**config.mk**
```make
export PLATFORM = sky130hd
export DESIGN_NAME = acc_ctrl_unit
export DESIGN_NICKNAME = d
export VERILOG_FILES = /design/src/rtl/acc_ctrl_unit.sv
export SDC_FILE = /design/constraint.sdc
export NUM_CORES = 1
export LEC_CHECK = 0
export CAP_MARGIN = 10
export CORE_ASPECT_RATIO = 1.4
export CORE_UTILIZATION = 35
export CTS_CLUSTER_SIZE = 14
export DETAILED_ROUTE_END_ITERATION = 8
export GPL_TIMING_DRIVEN = 1
export PLACE_DENSITY = 0.77
export SYNTH_ARGS = -nofsm -noshare
export SYNTH_HDL_FRONTEND = slang
export SYNTH_SLANG_ARGS = --single-unit
```
**constraint.sdc**
```tcl
create_clock -name clk -period 4.8 [get_ports clk]
set_input_delay 0.96 -clock clk [delete_from_list [all_inputs] [get_ports clk]]
set_output_delay 0.96 -clock clk [all_outputs]
set_load 0.1 [all_outputs]
```
**src/rtl/acc_ctrl_unit.sv**
```systemverilog
// acc_ctrl_unit: two-cycle FETCH/EXEC sequencer that owns the accumulator,
// program counter and zero flag, and drives the ALU and register file.
module acc_ctrl_unit #(
  parameter int PC_W  = 8,
  parameter int RF_AW = 4
) (
  input  logic             clk,
  input  logic             reset,
  input  logic             start,
  input  logic [8:0]       instr_in,
  output logic [PC_W-1:0]  pc_out,
  output logic [RF_AW-1:0] rf_addr,
  input  logic [7:0]       rf_rdata,
  output logic             rf_we,
  output logic [7:0]       rf_wdata,
  output logic [8:0]       alu_op,
  output logic [7:0]       alu_acc,
  input  logic [7:0]       alu_rslt,
  input  logic             alu_zero,
  output logic             done
);

  typedef enum logic [1:0] {S_IDLE, S_FETCH, S_EXEC, S_HALT} state_t;

  localparam logic [2:0] OP_SUB = 3'd1;

  state_t          state, state_nxt;
  logic [8:0]      ir;
  logic [7:0]      acc;
  logic            zflag;
  logic [PC_W-1:0] pc;

  // Instruction class decode, all from the latched IR
  logic is_alu, is_lda, is_sta, is_bz, is_halt, is_ldi;
  assign is_alu  = ~ir[8];
  assign is_lda  = ir[8] && (ir[7:6] == 2'b00);
  assign is_sta  = ir[8] && (ir[7:6] == 2'b01);
  assign is_bz   = ir[8] && (ir[7:6] == 2'b10);
  assign is_halt = ir[8] && (ir[7:6] == 2'b11) &&  ir[5];
  assign is_ldi  = ir[8] && (ir[7:6] == 2'b11) && !ir[5];

  // Branch offset is a signed 6-bit field; wrap falls out of PC_W-bit add
  logic [PC_W-1:0] br_off;
  assign br_off = {{(PC_W-6){ir[5]}}, ir[5:0]};

  assign pc_out   = pc;
  assign rf_wdata = acc;
  assign alu_acc  = acc;

  // State register
  always_ff @(posedge clk or posedge reset) begin
    if (reset) state <= S_IDLE;
    else       state <= state_nxt;
  end

  // Next-state logic; HALT is terminal until reset
  always_comb begin
    state_nxt = state;
    case (state)
      S_IDLE:  if (start) state_nxt = S_FETCH;
      S_FETCH: state_nxt = S_EXEC;
      S_EXEC:  state_nxt = is_halt ? S_HALT : S_FETCH;
      S_HALT:  state_nxt = S_HALT;
      default: state_nxt = S_IDLE;
    endcase
  end

  // Outputs: only EXEC drives the ALU/RF, straight from IR so they are
  // stable for the whole cycle; reset drops rf_we immediately
  always_comb begin
    rf_we   = 1'b0;
    rf_addr = '0;
    alu_op  = '0;
    done    = 1'b0;
    case (state)
      S_EXEC: begin
        if (is_alu) begin
          alu_op  = {6'b0, ir[7:5]};
          rf_addr = RF_AW'(ir[4:1]);
        end else if (is_lda) begin
          rf_addr = RF_AW'(ir[3:0]);
        end else if (is_sta) begin
          rf_addr = RF_AW'(ir[3:0]);
          rf_we   = 1'b1;
        end
      end
      S_HALT:  done = 1'b1;
      default: ;
    endcase
  end

  // Datapath: latch IR in FETCH, commit results and advance pc in EXEC
  always_ff @(posedge clk or posedge reset) begin
    if (reset) begin
      ir    <= '0;
      acc   <= '0;
      zflag <= 1'b0;
      pc    <= '0;
    end else begin
      case (state)
        S_FETCH: ir <= instr_in;
        S_EXEC: begin
          if (is_alu) begin
            // SUB only sets the flag; everything else writes back
            if (ir[7:5] == OP_SUB) zflag <= alu_zero;
            else                   acc   <= alu_rslt;
          end else if (is_lda) begin
            acc <= rf_rdata;
          end else if (is_ldi) begin
            acc <= {3'b000, ir[4:0]};
          end
          // zflag is sticky across branches; offset 0 spins in place
          if (is_bz && zflag) pc <= pc + br_off;
          else if (!is_halt)  pc <= pc + PC_W'(1);
        end
        default: ;
      endcase
    end
  end

endmodule

```
; ---- Word level (Yosys, flattened, before mapping)
; Cells that the tools add are included.
[op_classes]
addsub = 2
eq_ne = 11
muxes = 20
bitwise_logic = 1
reduce_logical = 13
[ops]
columns = operator, n
row1 = $mux 8, 6
row2 = $mux 4, 4
row3 = $add 8x1->8 const B, 1
row4 = $add 8x8->8, 1
row5 = $eq 2x2->1 const B, 4
row6 = $pmux 2 s4, 1
row7 = $logic_and 1x1->1, 7
row8 = $mux 3, 2
row9 = $reduce_and 3->1, 2
row10 = $mux 1, 5
row11 = $eq 2x1->1 const B, 2
row12 = $logic_not 2->1, 2
row13 = $mux 2, 2
row14 = $ne 2x2->1 const B, 2
row15 = $eq 3x1->1 const B, 1
row16 = $ne 3x1->1 const B, 1
row17 = $ne 2x1->1 const B, 1
row18 = $reduce_and 2->1, 1
row19 = $logic_not 1->1, 1
row20 = $not 1->1, 1
[word_totals]
ff_bits = 28
out_inout_bits = 39
word_cells = 52

; ---- Longest topological paths before layout
; Gate-level depths: netlist of the first run.
[depth]
depth_word = 6
ltp_mapped = 11
ltp_nobuf = 10

; ---- Worst setup path before layout of the first run
; Ideal clock, no wire load.
[synth_timing]
path_type = register to output
start = register ir[8]
end = output port alu_op[1]
t_arrival_ns = 3.029
slack_ns = 0.811
path_stages_with_launch = 4
cell_sequence = dfrtp_1 > clkbuf_1 > clkbuf_1 > nor3b_1
[synth_between]
elab_chain_len = 2
[synth_lines]
columns = element, line
row1 = "start, declared", 28  ; logic [8:0] ir;
row2 = "start signal, assigned", 101  ; S_FETCH: ir <= instr_in;
row3 = $mux 3, 77  ; if (is_alu) begin
row4 = $mux 3, 75  ; case (state)
row5 = "end, declared", 16  ; output logic [8:0] alu_op,
; No other way between the ends.

; ---- Final worst setup path of the first run
[layout_timing]
start = register ir[8]
end = output port rf_addr[3]
[layout_between]
elab_chain_len = 5
elab_cells_between_ends = 6
classes_between = 4 x mux / 2 x reduce/logical
[layout_lines]
columns = element, line
row1 = $logic_and 1x1->1, 37  ; assign is_sta = ir[8] && (ir[7:6] == 2'b01);
row2 = $mux 4, 82  ; end else if (is_sta) begin
row3 = $mux 4, 80  ; end else if (is_lda) begin
row4 = $mux 4 (*), 77
row5 = $mux 4 (*), 75
row6 = "end, declared", 12  ; output logic [RF_AW-1:0] rf_addr,
; Every way passes the cells marked *; elsewhere a longest branch is shown, timed or not.

==> run_results.csv, run 1 <==
group,metric,value,unit
cts,postCtsSetupBuffers,0,
worst_setup_path,crit_chain,"nand3b_1 -> a21oi_1 -> clkdlybuf4s50_1",
cts,cts_max_level,1,
logic_synthesis,async_reset_ff_frac,1.00,
layout,syn2layout_area_growth,38.2,%
worst_setup_path,critPathMaxStageDelay,1150,ps
cts,postCtsHoldBufs,0,
hold_path,min-delay-start,"pc_out[7]",
die,rows,29,
die,initial_core_util,0.373,
hold_path,hold_class,"reg -> reg",
layout,multi_input_area,883,sq um
layout,finalNetCount,274,
global_routing,top_usage_layer,"met2",
global_routing,gr-usage-met3,0.0213,
sta,slew_headroom,0.344,
routing,vias,1469,
cts,clkTransAtPathRegs,100,ps
layout,layout_common_cells,"clkdlybuf4s50_1 (61), dfrtp_1 (28), o21ai_0 (24)",
logic_synthesis,ys_ff_latch,28,
routing,drc,0,
logic_synthesis,synthCells,190,
worst_setup_path,start_kind,"register",
global_routing,grt_max_degree,34,
cts,cts_buffers,3,
die,ios,68,
layout,diodes,0,
worst_setup_path,crit_path_max_fanout,33,
logic_synthesis,synth.avg_cell_area,9.11,sq um
worst_setup_path,rrSetupSlack,1750,ps
global_routing,first_global_vias,1384,
routing,drt_wl_total,3.97,mm
sta,min_period,3670,ps
routing,viasPerCell,4.90,
layout,nFillCells,479,
die,die-width,61.4,um
sta,worst_pin_slew,981,ps
job,maxCapViolCount,0,
sta,setup_violations,0,
worst_setup_path,reg2reg_from,"ir[8]",
global_routing,use_met1,0.215,
sta,max_freq,272,MHz
sta,grt_setup_unrepaired,"false",
worst_setup_path,worstPathRequired,3840,ps
logic_synthesis,synth_warnings,0,
cts,cts_buffer_depth,2,
hold_path,worstHoldPathCells,1,
die,die_h,85.2,um
global_routing,antenna_found_initial,0,
worst_setup_path,path_class,"reg -> out",
global_routing,overflow,0,
worst_setup_path,r2r_end,"pc_out[6]",
cts,cts_root_buffer,"clkbuf_8",
layout,ff_latch_area,701,sq um
layout,final_common_cell,"clkdlybuf4s50_1",
logic_synthesis,dominantRegCellSynth,"dfrtp_1",
hold_path,hold_end,"pc_out[7]",
sta,fin_crit_sh,0.765,
place,place_congestion,0.798,
worst_setup_path,reg2reg_depth,10,
sta,final.setup.tns,0,ps
cts,clk_latency,270,ps
sta,hold_violations,0,
worst_setup_path,cp_slowest_cell,"clkdlybuf4s50_1",
place,dp_cells,295,
cts,cts_tree,"done",
logic_synthesis,synth_edf_count,0,
global_routing,met2_usage,0.272,
cts,cts_num_sinks,28,
routing,drtIter0Drc,26,
logic_synthesis,seq_area_frac_synth,0.405,
worst_setup_path,arrival,2710,ps
routing,postRouteAntennaNets,0,
worst_setup_path,end_kind,"output pin",
sta,fin_worst_skew,2.18,ps
global_routing,gr-usage-all-layers,0.163,
status,outcome,"completed",
routing,routedWlPerCell,13.2,um
routing,drtPass1Iterations,4,
layout,final_layout_size_suffix_gt1_frac,0.0714,
global_routing,grt_pass1_wl,6.49,mm
layout,fin_cells,300,
die,dieArea,5240,sq um
place,io_buffer_count,61,
place,hpwl,2.99,mm
logic_synthesis,synth.cell_area,1730,sq um
sta,slew_viol_final,0,
cts,post_cts_resized,0,
die,core,4640,sq um
logic_synthesis,ys_types,38,
==> through the flow <==
stage / instance area, sq um / worst slack [ps] / hold WS, ps / utilization
6_report: 2390 / 1130 / 489 / 0.515
5_1_grt: 2390 / 962 / 494 / 0.515
4_1_cts: 2370 / 1140 / 495 / 0.509
3_5_place_dp: 2290 / 1470 / 482 / 0.494
3_3_place_gp: 2290 / 1500 / 483 / 0.494
2_1_floorplan: 1750 / 811 / 472 / -
==> flip-flops by register name, indices dropped and copies added (netlist names) <==
| register | cells |
|---|---|
| pc_out | 8 |
| ir | 9 |
| state | 2 |
| alu_acc | 8 |
| zflag | 1 |
==> metal layers <==
metal	wire, um	vias to the layer above	share of wire
met4	63	0	0.016
met2	2030	51	0.51
met3	189	6	0.048
met5	0	-	0
li1	-	736	-
met1	1680	676	0.42
==> worst max-delay path by stage <==
stage,startpoint,to,depth (start not counted)
after floorplan,ir[8],alu_op[1],3
after global placement,ir[8],rf_we,3
after detailed placement,ir[8],rf_addr[3],3
after CTS,ir[8],rf_addr[3],3
after global routing,ir[8],rf_we,3
final,ir[8],rf_addr[3],3
==> Yosys cell counts (2+ instances only) <==
cell type | count | area share
a21o_1 | 3 | 0.013
ha_1 | 5 | 0.036
nand3b_1 | 4 | 0.017
a31oi_1 | 3 | 0.011
xor2_1 | 5 | 0.025
dfrtp_1 | 28 | 0.40
nor2_1 | 4 | 0.0087
and2_1 | 3 | 0.011
inv_1 | 6 | 0.013
clkbuf_1 | 7 | 0.015
nand3_1 | 6 | 0.017
a211oi_1 | 2 | 0.0087
nand2b_1 | 6 | 0.022
nand2_1 | 23 | 0.050
mux2i_1 | 2 | 0.012
buf_4 | 15 | 0.065
mux2_2 | 9 | 0.059
nor3b_1 | 3 | 0.013
nand4_1 | 2 | 0.0072
or4_1 | 2 | 0.0087
o21ai_0 | 24 | 0.069
a21oi_1 | 8 | 0.023
nor2b_1 | 5 | 0.018
==> cell families (layout without fill, tap and decap cells) <==
| group | count (synthesis) | after routing | share of synthesized area |
|---|---|---|---|
| simple gates | 62 | 62 | 0.191 |
| compound gates | 47 | 47 | 0.158 |
| buf+inv | 29 | 72 | 0.0961 |
| flops | 28 | 28 | 0.405 |
| mux | 11 | 11 | 0.0701 |
| fa+ha+maj | 6 | 6 | 0.0477 |
| xor+xnor | 6 | 6 | 0.0303 |
| other cells | 1 | 6 | 0.00217 |
==> cell type report <==
| cell class | instances | area share |
|---|---|---|
| flip-flops and latches | 28 | 0.293 |
| clock buffers | 3 | 0.0173 |
| inverters | 6 | 0.00941 |
| repair buffers | 62 | 0.267 |
| well taps | 62 | 0.0324 |
| multi-input cells | 138 | 0.369 |
| clock inverters | 1 | 0.0125 |
==> worst max-delay path, delay by kind of cell, from the launching register on <==
kind,cells,cell delay [ps]
AO/OA/AOI/OAI,1,190
buffers and inverters,1,1150
flip-flops,1,940
AND/OR/NAND/NOR,1,150
Power of run 1 is not shown: default switching activity piles up to over one toggle a cycle in this logic, so the estimate is an artifact.
==> run 2: changes to the inputs <==
--- a/config.mk
+++ b/config.mk
@@ -11,7 +11,7 @@
 export CTS_CLUSTER_SIZE = 14
 export DETAILED_ROUTE_END_ITERATION = 8
 export GPL_TIMING_DRIVEN = 1
-export PLACE_DENSITY = 0.77
+export PLACE_DENSITY = 0.79
 export SYNTH_ARGS = -nofsm -noshare
 export SYNTH_HDL_FRONTEND = slang
 export SYNTH_SLANG_ARGS = --single-unit
==> constraint.sdc (replaced) <==
create_clock -name clk -period 3.3 [get_ports clk]
set_input_delay 0.66 -clock clk [delete_from_list [all_inputs] [get_ports clk]]
set_output_delay 0.66 -clock clk [all_outputs]
set_load 0.1 [all_outputs]
==> run 2 against run 1 <==
Against the previous run: sequential share of layout area grew 1.5 points; first-iteration DRC count grew 110%; global-route usage shrank 0.13 points; die area is the same; worst hold slack lost 6.1 ps; non-clock buffer count grew 1; critical path depth grew 7; register-to-register slack lost 1100 ps; via count shrank 0.75%.
==> run_results.csv, run 2 (synthesized netlist as in run 1, its figures left out) <==
group,metric,value,unit
status,outcome,"completed",
sta,hold_violations,0,
global_routing,use_met1,0.216,
global_routing,grt_pass1_wl,6.47,mm
sta,min_period,2680,ps
die,die_h,85.2,um
layout,nFillCells,469,
layout,layout_common_cells,"buf_4 (35), dfrtp_1 (28), clkdlybuf4s50_1 (28)",
layout,finalNetCount,275,
routing,drtPass1Iterations,4,
worst_setup_path,critPathCapture,"pc_out[6]",
die,rows,29,
cts,cts_max_level,1,
layout,multi_input_area,893,sq um
cts,postCtsSetupBuffers,0,
sta,grt_setup_unrepaired,"false",
layout,diodes,0,
routing,vias,1458,
die,core,4640,sq um
global_routing,met2_usage,0.258,
global_routing,grt_max_degree,33,
cts,postCtsHoldBufs,0,
sta,setup_violations,0,
cts,cts_buffers,3,
worst_setup_path,r2r_end,"pc_out[6]",
hold_path,hold_class,"reg -> reg",
routing,drc,0,
layout,fin_area,2280,sq um
global_routing,gr-usage-met3,0.0290,
layout,fin_util,0.491,
place,dp_worst_setup_slack,675,ps
sta,worst_pin_slew,628,ps
die,die-width,61.4,um
layout,final_common_cell,"buf_4",
layout,ff_latch_area,701,sq um
worst_setup_path,crit_path_max_fanout,17,
global_routing,gr-usage-all-layers,0.162,
cts,cts_num_sinks,28,
worst_setup_path,path_class,"reg -> reg",
global_routing,overflow,0,
worst_setup_path,end_kind,"register",
cts,clkTransAtPathRegs,90,ps
global_routing,top_usage_layer,"met2",
layout,top_register,"ir",
job,maxCapViolCount,0,
place,place_area,2240,sq um
routing,drtIter0Drc,55,
die,dieArea,5240,sq um
routing,postRouteAntennaNets,0,
routing,routedWlPerCell,12.6,um
cts,cts_tree,"done",
routing,drt_wl_total,3.78,mm
worst_setup_path,cp-startpoint,"ir[7]",
cts,post_cts_resized,0,
worst_setup_path,reg2reg_depth,10,
die,ios,68,
place,io_buffer_count,61,
sta,max_freq,373,MHz
worst_setup_path,reg2reg_from,"ir[7]",
cts,cts_buffer_depth,2,
die,initial_core_util,0.373,
layout,largest_reg_flops,9,
sta,slew_viol_final,0,
cts,cts_root_buffer,"clkbuf_8",
cts,clk_latency,270,ps
worst_setup_path,arrival,2880,ps
sta,layout_setup_ws,615,ps
global_routing,first_global_vias,1391,
global_routing,antenna_found_initial,0,
sta,fin_worst_skew,3.83,ps
place,hpwl,2.87,mm
place,place_congestion,0.839,
worst_setup_path,start_kind,"register",
sta,final.setup.tns,0,ps
worst_setup_path,worstPathRequired,3500,ps
sta,fin_crit_sh,0.813,
layout,final_layout_size_suffix_gt1_frac,0.218,
routing,viasPerCell,4.86,
sta,slew_headroom,0.580,
worst_setup_path,rrSetupSlack,620,ps
layout,syn2layout_area_growth,31.6,%
==> run 2: changes by cell type in the layout (fill, tap and decap cells not counted), sizes merged <==
cell	previous run	this run
buf	1	35
clkdlybuf4s50	61	28
bufinv	1	0
==> run 2: worst min-delay path by stage <==
stage          cells past startpoint        end  slack (ps)  startpoint
2_1_floorplan                      1   state[0]         470    state[1]
3_3_place_gp                       1  pc_out[7]         470   pc_out[7]
3_5_place_dp                       1  pc_out[7]         470   pc_out[7]
4_1_cts                            1  pc_out[7]         490   pc_out[7]
5_1_grt                            1  pc_out[7]         500   pc_out[7]
6_report                           1  pc_out[7]         480   pc_out[7]
==> run 2: critical path, cell delays in order, from the launching register on <==
cell and delay (ps):
dfrtp_1 630, and4b_4 360, nand2b_1 70, ha_1 210, inv_1 80, fa_1 200, nor2b_1 70, o31a_1 260
or4_1 400, a21oi_1 170, xor2_1 160
==> run 2: routing by layer <==
| metal | part of all wire | vias to the layer above |
|---|---|---|
| li1 | - | 730 |
| met1 | 0.44 | 672 |
| met2 | 0.50 | 48 |
| met3 | 0.051 | 8 |
| met4 | 0.016 | 0 |
| met5 | 0 | - |
==> run 2: per-stage QoR <==
stage / hold WS, ps / instances
floorplan: 472 / 195
global placement: 474 / 297
detailed placement: 474 / 297
CTS: 491 / 300
global route: 497 / 300
finish: 482 / 300
==> run 2: final cells by class <==
class	count	share of cell area
timing repair buffer	63	0.238
inverter	6	0.00988
multi-input combinational	138	0.392
sequential	28	0.308
clock buffer	3	0.0181
tap	62	0.0340
Power of run 2 is left out for the same reason.
